===== src/rtl/acelp_codebook_sequencer_if.sv =====
// ---------------------------------------------------------------------------
// acelp_codebook_sequencer_if
//
// Purpose: bundles every non-clock signal of the ACELP fixed-codebook
// sequencer. This covers the run request, the test memory port, the three
// stage ports, the muxed scratch-memory port and the status outputs.
//
// Modports:
//   master - the environment side (test logic and the three datapath stages).
//            It drives start, testMuxSel, the test port and the sN* stage
//            signals. It observes the start pulses, the muxed memory port
//            and the status outputs.
//   slave  - the sequencer itself (directions mirrored).
//
// Signals (ADDR_W / DATA_W wide where noted):
//   start, testMuxSel                     run request / test-port select
//   testReadAddr, testWriteAddr [ADDR_W]  test-port addresses
//   testMemOut [DATA_W], testMemWriteEn   test-port write data / enable
//   sNDone, sNReadAddr, sNWriteAddr,
//   sNMemOut, sNWriteEn (N=0..2)          stage handshake and memory requests
//   sNStart (N=0..2)                      one-cycle start pulse per stage
//   memReadAddr, memWriteAddr, memOut,
//   memWriteEn                            muxed scratch-memory port
//   busy, done, timeoutErr, failedStage   run status
//   lastRunCycles [16]                    busy-cycle count of the last run
//   dbgState, dbgStage                    FSM state / active stage (debug)
//
// Handshake: a stage is started by a single-cycle sNStart pulse. The stage
// answers by raising its sNDone level. The sequencer only looks at sNDone
// of the active stage, and only in the cycles after the pulse.
// ---------------------------------------------------------------------------
interface acelp_codebook_sequencer_if #(
    parameter int ADDR_W = 11,
    parameter int DATA_W = 32
);
    logic              start;
    logic              testMuxSel;
    logic [ADDR_W-1:0] testReadAddr;
    logic [ADDR_W-1:0] testWriteAddr;
    logic [DATA_W-1:0] testMemOut;
    logic              testMemWriteEn;

    logic              s0Done, s1Done, s2Done;
    logic [ADDR_W-1:0] s0ReadAddr, s1ReadAddr, s2ReadAddr;
    logic [ADDR_W-1:0] s0WriteAddr, s1WriteAddr, s2WriteAddr;
    logic [DATA_W-1:0] s0MemOut, s1MemOut, s2MemOut;
    logic              s0WriteEn, s1WriteEn, s2WriteEn;
    logic              s0Start, s1Start, s2Start;

    logic [ADDR_W-1:0] memReadAddr;
    logic [ADDR_W-1:0] memWriteAddr;
    logic [DATA_W-1:0] memOut;
    logic              memWriteEn;
    logic              busy;
    logic              done;
    logic              timeoutErr;
    logic [1:0]        failedStage;
    logic [15:0]       lastRunCycles;
    logic [1:0]        dbgState;
    logic [1:0]        dbgStage;

    modport master (
        output start, testMuxSel, testReadAddr, testWriteAddr, testMemOut, testMemWriteEn,
        output s0Done, s1Done, s2Done,
        output s0ReadAddr, s1ReadAddr, s2ReadAddr,
        output s0WriteAddr, s1WriteAddr, s2WriteAddr,
        output s0MemOut, s1MemOut, s2MemOut,
        output s0WriteEn, s1WriteEn, s2WriteEn,
        input  s0Start, s1Start, s2Start,
        input  memReadAddr, memWriteAddr, memOut, memWriteEn,
        input  busy, done, timeoutErr, failedStage, lastRunCycles,
        input  dbgState, dbgStage
    );

    modport slave (
        input  start, testMuxSel, testReadAddr, testWriteAddr, testMemOut, testMemWriteEn,
        input  s0Done, s1Done, s2Done,
        input  s0ReadAddr, s1ReadAddr, s2ReadAddr,
        input  s0WriteAddr, s1WriteAddr, s2WriteAddr,
        input  s0MemOut, s1MemOut, s2MemOut,
        input  s0WriteEn, s1WriteEn, s2WriteEn,
        output s0Start, s1Start, s2Start,
        output memReadAddr, memWriteAddr, memOut, memWriteEn,
        output busy, done, timeoutErr, failedStage, lastRunCycles,
        output dbgState, dbgStage
    );
endinterface


===== src/rtl/acelp_codebook_sequencer.sv =====
// ---------------------------------------------------------------------------
// acelp_codebook_sequencer
//
// Purpose: top-level controller of the ACELP fixed-codebook search. It runs
// three stages in a fixed order: Cor_hPipe, then Cor_h_X, then the D4i40_17
// search. Each stage gets a one-cycle start pulse, and the sequencer then
// waits for that stage's done level. A per-stage watchdog aborts a stage
// that hangs. The module also owns the single scratch-memory port. That
// port belongs to the active stage during a run. When idle it belongs to
// the test port if testMuxSel=1.
//
// Ports:
//   clk    - system clock, rising edge
//   reset  - synchronous, active-high
//   bus    - acelp_codebook_sequencer_if.slave (all other signals)
//
// Parameters:
//   ADDR_W         - scratch memory address width
//   DATA_W         - scratch memory data width
//   TIMEOUT_CYCLES - max cycles per stage, counted from its start pulse (2..65535)
//
// Optional feature (macro ACELP_SEQ_PERF_EN): when defined, lastRunCycles
// reports the number of busy cycles of the last finished run, saturating
// at 0xFFFF. When undefined, lastRunCycles is tied to 0.
// ---------------------------------------------------------------------------
module acelp_codebook_sequencer #(
    parameter int ADDR_W         = 11,
    parameter int DATA_W         = 32,
    parameter int TIMEOUT_CYCLES = 4096
) (
    input logic                        clk,
    input logic                        reset,
    acelp_codebook_sequencer_if.slave  bus
);

    typedef enum logic [1:0] {
        ST_IDLE   = 2'd0,
        ST_PULSE  = 2'd1,
        ST_WAIT   = 2'd2,
        ST_FINISH = 2'd3
    } state_t;

    // The cycle counter reads 0 in the PULSE cycle and counts up through
    // WAIT. A count of TIMEOUT_CYCLES-1 is therefore the last cycle a stage
    // may report done.
    localparam logic [15:0] TMO_LAST = 16'(TIMEOUT_CYCLES - 1);

    state_t      r_state;
    state_t      w_state_nxt;
    logic [1:0]  r_stage;
    logic [1:0]  w_stage_nxt;
    logic [15:0] r_cnt;
    logic        r_timeout_err;
    logic [1:0]  r_failed_stage;

    logic        w_busy;
    logic        w_accept;
    logic        w_cur_done;
    logic        w_timeout;

    // Done level of the active stage only. Other stages' done levels are
    // never looked at.
    always_comb begin
        w_cur_done = 1'b0;
        case (r_stage)
            2'd0:    w_cur_done = bus.s0Done;
            2'd1:    w_cur_done = bus.s1Done;
            2'd2:    w_cur_done = bus.s2Done;
            default: w_cur_done = 1'b0;
        endcase
    end

    assign w_busy    = (r_state == ST_PULSE) || (r_state == ST_WAIT);
    // While testMuxSel=1 the test port may own memory, so a run is refused.
    assign w_accept  = ((r_state == ST_IDLE) || (r_state == ST_FINISH)) &&
                       bus.start && !bus.testMuxSel;
    // Done wins over timeout when both land in the same cycle.
    assign w_timeout = (r_state == ST_WAIT) && !w_cur_done && (r_cnt == TMO_LAST);

    // ---------------- FSM: state register ----------------
    always_ff @(posedge clk) begin
        if (reset) begin
            r_state <= ST_IDLE;
            r_stage <= 2'd0;
        end else begin
            r_state <= w_state_nxt;
            r_stage <= w_stage_nxt;
        end
    end

    // ---------------- FSM: next state ----------------
    always_comb begin
        w_state_nxt = r_state;
        w_stage_nxt = r_stage;
        case (r_state)
            ST_IDLE, ST_FINISH: begin
                if (w_accept) begin
                    w_state_nxt = ST_PULSE;
                    w_stage_nxt = 2'd0;
                end
            end
            // Done is not sampled here, so a stale done from the last run
            // cannot skip a stage.
            ST_PULSE: w_state_nxt = ST_WAIT;
            ST_WAIT: begin
                if (w_cur_done) begin
                    if (r_stage == 2'd2) begin
                        w_state_nxt = ST_FINISH;
                    end else begin
                        w_state_nxt = ST_PULSE;
                        w_stage_nxt = r_stage + 2'd1;
                    end
                end else if (w_timeout) begin
                    w_state_nxt = ST_FINISH;
                end
            end
            default: w_state_nxt = ST_IDLE;
        endcase
    end

    // ---------------- per-stage cycle counter ----------------
    always_ff @(posedge clk) begin
        if (reset) begin
            r_cnt <= 16'd0;
        end else if (w_state_nxt == ST_PULSE) begin
            r_cnt <= 16'd0;
        end else if (w_busy) begin
            r_cnt <= r_cnt + 16'd1;
        end
    end

    // ---------------- abort status ----------------
    always_ff @(posedge clk) begin
        if (reset) begin
            r_timeout_err  <= 1'b0;
            r_failed_stage <= 2'd0;
        end else if (w_accept) begin
            r_timeout_err  <= 1'b0;
            r_failed_stage <= 2'd0;
        end else if (w_timeout) begin
            r_timeout_err  <= 1'b1;
            r_failed_stage <= r_stage;
        end
    end

    // ---------------- FSM: outputs and memory mux ----------------
    always_comb begin
        bus.s0Start      = (r_state == ST_PULSE) && (r_stage == 2'd0);
        bus.s1Start      = (r_state == ST_PULSE) && (r_stage == 2'd1);
        bus.s2Start      = (r_state == ST_PULSE) && (r_stage == 2'd2);
        bus.busy         = w_busy;
        bus.done         = (r_state == ST_FINISH);
        bus.timeoutErr   = r_timeout_err;
        bus.failedStage  = r_failed_stage;
        bus.dbgState     = r_state;
        bus.dbgStage     = r_stage;

        bus.memReadAddr  = {ADDR_W{1'b0}};
        bus.memWriteAddr = {ADDR_W{1'b0}};
        bus.memOut       = {DATA_W{1'b0}};
        bus.memWriteEn   = 1'b0;
        // Owner comes from registered state only. testMuxSel cannot steal
        // the port mid-run.
        if (w_busy) begin
            case (r_stage)
                2'd0: begin
                    bus.memReadAddr  = bus.s0ReadAddr;
                    bus.memWriteAddr = bus.s0WriteAddr;
                    bus.memOut       = bus.s0MemOut;
                    bus.memWriteEn   = bus.s0WriteEn;
                end
                2'd1: begin
                    bus.memReadAddr  = bus.s1ReadAddr;
                    bus.memWriteAddr = bus.s1WriteAddr;
                    bus.memOut       = bus.s1MemOut;
                    bus.memWriteEn   = bus.s1WriteEn;
                end
                2'd2: begin
                    bus.memReadAddr  = bus.s2ReadAddr;
                    bus.memWriteAddr = bus.s2WriteAddr;
                    bus.memOut       = bus.s2MemOut;
                    bus.memWriteEn   = bus.s2WriteEn;
                end
                default: ;
            endcase
        end else if (bus.testMuxSel) begin
            bus.memReadAddr  = bus.testReadAddr;
            bus.memWriteAddr = bus.testWriteAddr;
            bus.memOut       = bus.testMemOut;
            bus.memWriteEn   = bus.testMemWriteEn;
        end
    end

`ifdef ACELP_SEQ_PERF_EN
    logic [15:0] r_perf_cnt;
    logic [15:0] r_last_cycles;
    logic [15:0] w_perf_inc;

    // Saturating increment. The snapshot taken on FINISH entry includes
    // the final busy cycle, so it equals the run's busy-cycle count.
    assign w_perf_inc = (r_perf_cnt == 16'hFFFF) ? r_perf_cnt : r_perf_cnt + 16'd1;

    always_ff @(posedge clk) begin
        if (reset) begin
            r_perf_cnt    <= 16'd0;
            r_last_cycles <= 16'd0;
        end else begin
            if (w_accept) begin
                r_perf_cnt <= 16'd0;
            end else if (w_busy) begin
                r_perf_cnt <= w_perf_inc;
            end
            if (w_busy && (w_state_nxt == ST_FINISH)) begin
                r_last_cycles <= w_perf_inc;
            end
        end
    end

    assign bus.lastRunCycles = r_last_cycles;
`else
    assign bus.lastRunCycles = 16'd0;
`endif

endmodule


===== src/flat_wrapper.sv =====
// flat-port wrapper written by rule: the top's interface ports become plain ports
module acelp_codebook_sequencer_flat 
#(
    parameter int ADDR_W         = 11,
    parameter int DATA_W         = 32,
    parameter int TIMEOUT_CYCLES = 4096
)
  (clk, reset, bus_start, bus_testMuxSel, bus_testReadAddr, bus_testWriteAddr, bus_testMemOut, bus_testMemWriteEn, bus_s0Done, bus_s1Done, bus_s2Done, bus_s0ReadAddr, bus_s1ReadAddr, bus_s2ReadAddr, bus_s0WriteAddr, bus_s1WriteAddr, bus_s2WriteAddr, bus_s0MemOut, bus_s1MemOut, bus_s2MemOut, bus_s0WriteEn, bus_s1WriteEn, bus_s2WriteEn, bus_s0Start, bus_s1Start, bus_s2Start, bus_memReadAddr, bus_memWriteAddr, bus_memOut, bus_memWriteEn, bus_busy, bus_done, bus_timeoutErr, bus_failedStage, bus_lastRunCycles, bus_dbgState, bus_dbgStage);
  acelp_codebook_sequencer_if #(.ADDR_W(ADDR_W), .DATA_W(DATA_W)) bus_i ();
  input logic clk;
  input logic reset;
  input wire logic [$bits(bus_i.start)-1:0] bus_start;
  input wire logic [$bits(bus_i.testMuxSel)-1:0] bus_testMuxSel;
  input wire logic [$bits(bus_i.testReadAddr)-1:0] bus_testReadAddr;
  input wire logic [$bits(bus_i.testWriteAddr)-1:0] bus_testWriteAddr;
  input wire logic [$bits(bus_i.testMemOut)-1:0] bus_testMemOut;
  input wire logic [$bits(bus_i.testMemWriteEn)-1:0] bus_testMemWriteEn;
  input wire logic [$bits(bus_i.s0Done)-1:0] bus_s0Done;
  input wire logic [$bits(bus_i.s1Done)-1:0] bus_s1Done;
  input wire logic [$bits(bus_i.s2Done)-1:0] bus_s2Done;
  input wire logic [$bits(bus_i.s0ReadAddr)-1:0] bus_s0ReadAddr;
  input wire logic [$bits(bus_i.s1ReadAddr)-1:0] bus_s1ReadAddr;
  input wire logic [$bits(bus_i.s2ReadAddr)-1:0] bus_s2ReadAddr;
  input wire logic [$bits(bus_i.s0WriteAddr)-1:0] bus_s0WriteAddr;
  input wire logic [$bits(bus_i.s1WriteAddr)-1:0] bus_s1WriteAddr;
  input wire logic [$bits(bus_i.s2WriteAddr)-1:0] bus_s2WriteAddr;
  input wire logic [$bits(bus_i.s0MemOut)-1:0] bus_s0MemOut;
  input wire logic [$bits(bus_i.s1MemOut)-1:0] bus_s1MemOut;
  input wire logic [$bits(bus_i.s2MemOut)-1:0] bus_s2MemOut;
  input wire logic [$bits(bus_i.s0WriteEn)-1:0] bus_s0WriteEn;
  input wire logic [$bits(bus_i.s1WriteEn)-1:0] bus_s1WriteEn;
  input wire logic [$bits(bus_i.s2WriteEn)-1:0] bus_s2WriteEn;
  output wire logic [$bits(bus_i.s0Start)-1:0] bus_s0Start;
  output wire logic [$bits(bus_i.s1Start)-1:0] bus_s1Start;
  output wire logic [$bits(bus_i.s2Start)-1:0] bus_s2Start;
  output wire logic [$bits(bus_i.memReadAddr)-1:0] bus_memReadAddr;
  output wire logic [$bits(bus_i.memWriteAddr)-1:0] bus_memWriteAddr;
  output wire logic [$bits(bus_i.memOut)-1:0] bus_memOut;
  output wire logic [$bits(bus_i.memWriteEn)-1:0] bus_memWriteEn;
  output wire logic [$bits(bus_i.busy)-1:0] bus_busy;
  output wire logic [$bits(bus_i.done)-1:0] bus_done;
  output wire logic [$bits(bus_i.timeoutErr)-1:0] bus_timeoutErr;
  output wire logic [$bits(bus_i.failedStage)-1:0] bus_failedStage;
  output wire logic [$bits(bus_i.lastRunCycles)-1:0] bus_lastRunCycles;
  output wire logic [$bits(bus_i.dbgState)-1:0] bus_dbgState;
  output wire logic [$bits(bus_i.dbgStage)-1:0] bus_dbgStage;
  assign bus_i.start = bus_start;
  assign bus_i.testMuxSel = bus_testMuxSel;
  assign bus_i.testReadAddr = bus_testReadAddr;
  assign bus_i.testWriteAddr = bus_testWriteAddr;
  assign bus_i.testMemOut = bus_testMemOut;
  assign bus_i.testMemWriteEn = bus_testMemWriteEn;
  assign bus_i.s0Done = bus_s0Done;
  assign bus_i.s1Done = bus_s1Done;
  assign bus_i.s2Done = bus_s2Done;
  assign bus_i.s0ReadAddr = bus_s0ReadAddr;
  assign bus_i.s1ReadAddr = bus_s1ReadAddr;
  assign bus_i.s2ReadAddr = bus_s2ReadAddr;
  assign bus_i.s0WriteAddr = bus_s0WriteAddr;
  assign bus_i.s1WriteAddr = bus_s1WriteAddr;
  assign bus_i.s2WriteAddr = bus_s2WriteAddr;
  assign bus_i.s0MemOut = bus_s0MemOut;
  assign bus_i.s1MemOut = bus_s1MemOut;
  assign bus_i.s2MemOut = bus_s2MemOut;
  assign bus_i.s0WriteEn = bus_s0WriteEn;
  assign bus_i.s1WriteEn = bus_s1WriteEn;
  assign bus_i.s2WriteEn = bus_s2WriteEn;
  assign bus_s0Start = bus_i.s0Start;
  assign bus_s1Start = bus_i.s1Start;
  assign bus_s2Start = bus_i.s2Start;
  assign bus_memReadAddr = bus_i.memReadAddr;
  assign bus_memWriteAddr = bus_i.memWriteAddr;
  assign bus_memOut = bus_i.memOut;
  assign bus_memWriteEn = bus_i.memWriteEn;
  assign bus_busy = bus_i.busy;
  assign bus_done = bus_i.done;
  assign bus_timeoutErr = bus_i.timeoutErr;
  assign bus_failedStage = bus_i.failedStage;
  assign bus_lastRunCycles = bus_i.lastRunCycles;
  assign bus_dbgState = bus_i.dbgState;
  assign bus_dbgStage = bus_i.dbgStage;
  acelp_codebook_sequencer #(.ADDR_W(ADDR_W), .DATA_W(DATA_W), .TIMEOUT_CYCLES(TIMEOUT_CYCLES)) u_core (.clk(clk), .reset(reset), .bus(bus_i));
endmodule

===== config.mk =====
export PLATFORM = sky130hd
export DESIGN_NAME = acelp_codebook_sequencer_flat
export DESIGN_NICKNAME = d
export VERILOG_FILES = /design/src/rtl/acelp_codebook_sequencer_if.sv /design/src/rtl/acelp_codebook_sequencer.sv /design/src/flat_wrapper.sv
export SDC_FILE = /design/constraint.sdc
export NUM_CORES = 1
export LEC_CHECK = 0
export ABC_CLOCK_PERIOD_IN_PS = 3000
export BUFFER_PORTS_ARGS = -buffer_cell sky130_fd_sc_hd__buf_2
export CELL_PAD_IN_SITES_DETAIL_PLACEMENT = 1
export CELL_PAD_IN_SITES_GLOBAL_PLACEMENT = 1
export CORE_AREA = 3 3 120 122
export CTS_CLUSTER_DIAMETER = 120
export DETAILED_ROUTE_END_ITERATION = 7
export DIE_AREA = 0 0 123 125
export PLACE_DENSITY_LB_ADDON = 0.05
export SLEW_MARGIN = 20
export SYNTH_ARGS = -nofsm -noshare
export SYNTH_HDL_FRONTEND = slang
export SYNTH_SLANG_ARGS = --single-unit

===== constraint.sdc =====
create_clock -name clk -period 3 [get_ports clk]
set_input_delay 0.45 -clock clk [delete_from_list [all_inputs] [get_ports clk]]
set_output_delay 0.45 -clock clk [all_outputs]
set_load 0.02 [all_outputs]

==> out/metrics.yaml <==
synth_top_family_by_area: "compound AO/OA/AOI/OAI gates"
min_period_over_period: 0.9262
yosys_warnings: 0
finalWirelength_um: 16650
synth_cell_types: 42
cp_data_required_time_ns: 2.55
worst_path_largest_cell_delay_ns: 0.46
cap_violations: 0
clock_latency_ns: 0.25
grt_start_max_net_pins: 56
clk_pin_slew_ns: 0.06
fmax_mhz: 359.9
synth_compound_area_frac: 0.3759
multi_input_area_mm2: 0.001819
synth_edf_count: 0
antenna_found_initial: 6
ys_seq_elements: 23
crit_path_top_delay_cell: "or2_2"
num_rows: 42
post-place-ws_ns: 0.4833
cp-end-kind: "primary output"
path_cells: "inv_1, ha_1, or2_2, buf_4, o21ai_0, buf_2"
cts_hold_buf: 0
synth_top_area_cell: "a222oi_1"
synth_simple_gate_area_frac: 0.2147
die_h_um: 125
synth.avg_cell_area_um2: 7.122
fill_cells: 1740
crit_fanout: 37
vias: 3916
initial_core_util: 0.1880
period_minus_slack_ns: 2.779
io_pins: 310
cts_sinks: 23
tightest_slew_ns: 0.5545
crit_path_start_kind: "flip-flop"
dieArea_mm2: 0.01538
cts_tree: "yes"
fin_nets: 863
place.gp.congestion: 0.8370
p_leak_nw: 2.138
post_cts_buffers: 0
async_flop_share: 0
total_power_mw: 2.759
cts_made_buffers: 3
portBuffers: 293
arrival_ns: 2.33
irDropWorstVdd_mv: 0.3469
rsz0062_at_grt: "false"
setup_slack_ns: 0.2214
ctsLongestPathBuffers: 2
relSlewSlack: 0.6303
powerDensity_mw_per_mm2: 657.5
synth_ff_type: "dfxtp_1"
seqCellArea_um2: 460.4
ctsResizeCount: 0
seq_area_frac_synth: 0.1842
cts-htree-levels: 1
ys_top_cells_by_count: "62 x nand2_1, 57 x o21ai_0, 55 x a222oi_1"
finalSetupViolCount: 0
place_hpwl_um: 13750
tns_ns: 0
yosys.area_share.xor_xnor: 0.04905
synth_area_mm2: 0.002500
die-width_um: 123
grt_overflow: 0
post_drt_wl_per_cell_um: 20.63
grtUsageTotal: 0.1985
synthCells: 351
synth_most_common_cell: "nand2_1"
root_buffer: "clkbuf_16"
finalMaxSlewViolations: 0
grt_pass1_vias: 4015
synth.area.top_cells: "a222oi_1 22%, dfxtp_1 18%, o21ai_0 11%"
drive_gt1_frac: 0.5104
drtIter0Drc: 415
area_growth_pct: 67.87
drc: 2
ant_nets: 0
worstSetupPathType: "flip-flop to primary output"
firstDrtPassIters: 8
synth.mux.area_fraction: 0.02052
failed_checks: "DRC"
netlist.area_leader.share: 0.2202
crit_buf_inv: 3
clock_skew_ns: 0.001891
grt_pass1_wl_um: 23940
vias_per_cell: 4.853
hold_class: "primary input to flip-flop"
core_area_mm2: 0.01330
hold_violations: 0
outcome: "finished, violations left"
cpLargestDelayFamily: "buffers and inverters"
synth-adder-area-share: 0.04004
-- area by class of cell --
cell class / instances / area share
Multi-Input combinational cell: 285 / 0.4335
Timing Repair Buffer: 305 / 0.3739
Sequential cell: 23 / 0.1097
Tap cell: 176 / 0.05247
Clock buffer: 3 / 0.01789
Inverter: 10 / 0.008945
Antenna cell: 4 / 0.002385
Clock inverter: 1 / 0.001193
-- worst paths after layout --
kind,end,slack (ns),cells past startpoint,start
hold reg to reg,u_core.bus.failedStage[1],0.49,2,u_core.bus.failedStage[1]
hold / removal,u_core.bus.dbgStage[1],0.41,2,reset
setup reg to reg,u_core.r_cnt[4],0.52,9,u_core.bus.dbgState[0]
setup / recovery,bus_memOut[8],0.22,6,u_core.bus.dbgState[0]
-- power breakdown --
part	total, mW	internal [mW]	switching [mW]
clock	0.285	0.179	0.106
sequential	0.348	0.325	0.0228
combinational	2.13	0.707	1.42
-- cells by family (layout without fill, tap and decap cells) --
logic type | after synthesis | after routing
xor+xnor | 14 | 14
other cells | 1 | 20
mux | 5 | 5
simple gates | 119 | 119
buf+inv | 58 | 319
fa+ha+maj | 8 | 8
compound gates | 123 | 123
flops | 23 | 23
-- state kept, by name, indices dropped and copies added, names as in the netlist --
name                    flops
u_core.r_cnt               16
u_core.bus.timeoutErr       1
u_core.bus.failedStage      2
u_core.bus.dbgState         2
u_core.bus.dbgStage         2
-- through the flow --
step	util	hold WS, ns	instances	cell area [um^2]
after floorplan	-	0.4794	366	2556
after global placement	0.3089	0.4606	799	4106
after detailed placement	0.3089	0.4841	799	4106
after CTS	0.3149	0.4091	803	4187
after global routing	0.3156	0.4128	807	4197
final	0.3156	0.4095	807	4197
-- routing by layer --
metal,GRT usage,routed length [um],vias up
li1,-,-,1882
met1,0.2265,6286,1861
met2,0.3815,8964,155
met3,0.03659,1200,14
met4,0.03453,168,4
met5,0,31,-
-- layout by cell type, fill, tap and decap left out, types with 2 or more instances in the layout --
cell type  instances
xor2_1             8
mux2i_1            4
nor2_1            29
a222oi_1          55
xnor2_1            6
buf_2            293
o21ai_0           57
ha_1               5
buf_4             11
conb_1            16
and2_1             5
a21o_1             2
diode_2            4
clkbuf_16          3
nor3_1             2
inv_1             10
ha_2               3
nand4_1            5
dfxtp_1           23
nor4_1             3
nand2_1           62
No activity file was read; power rests on OpenSTA's default activity.
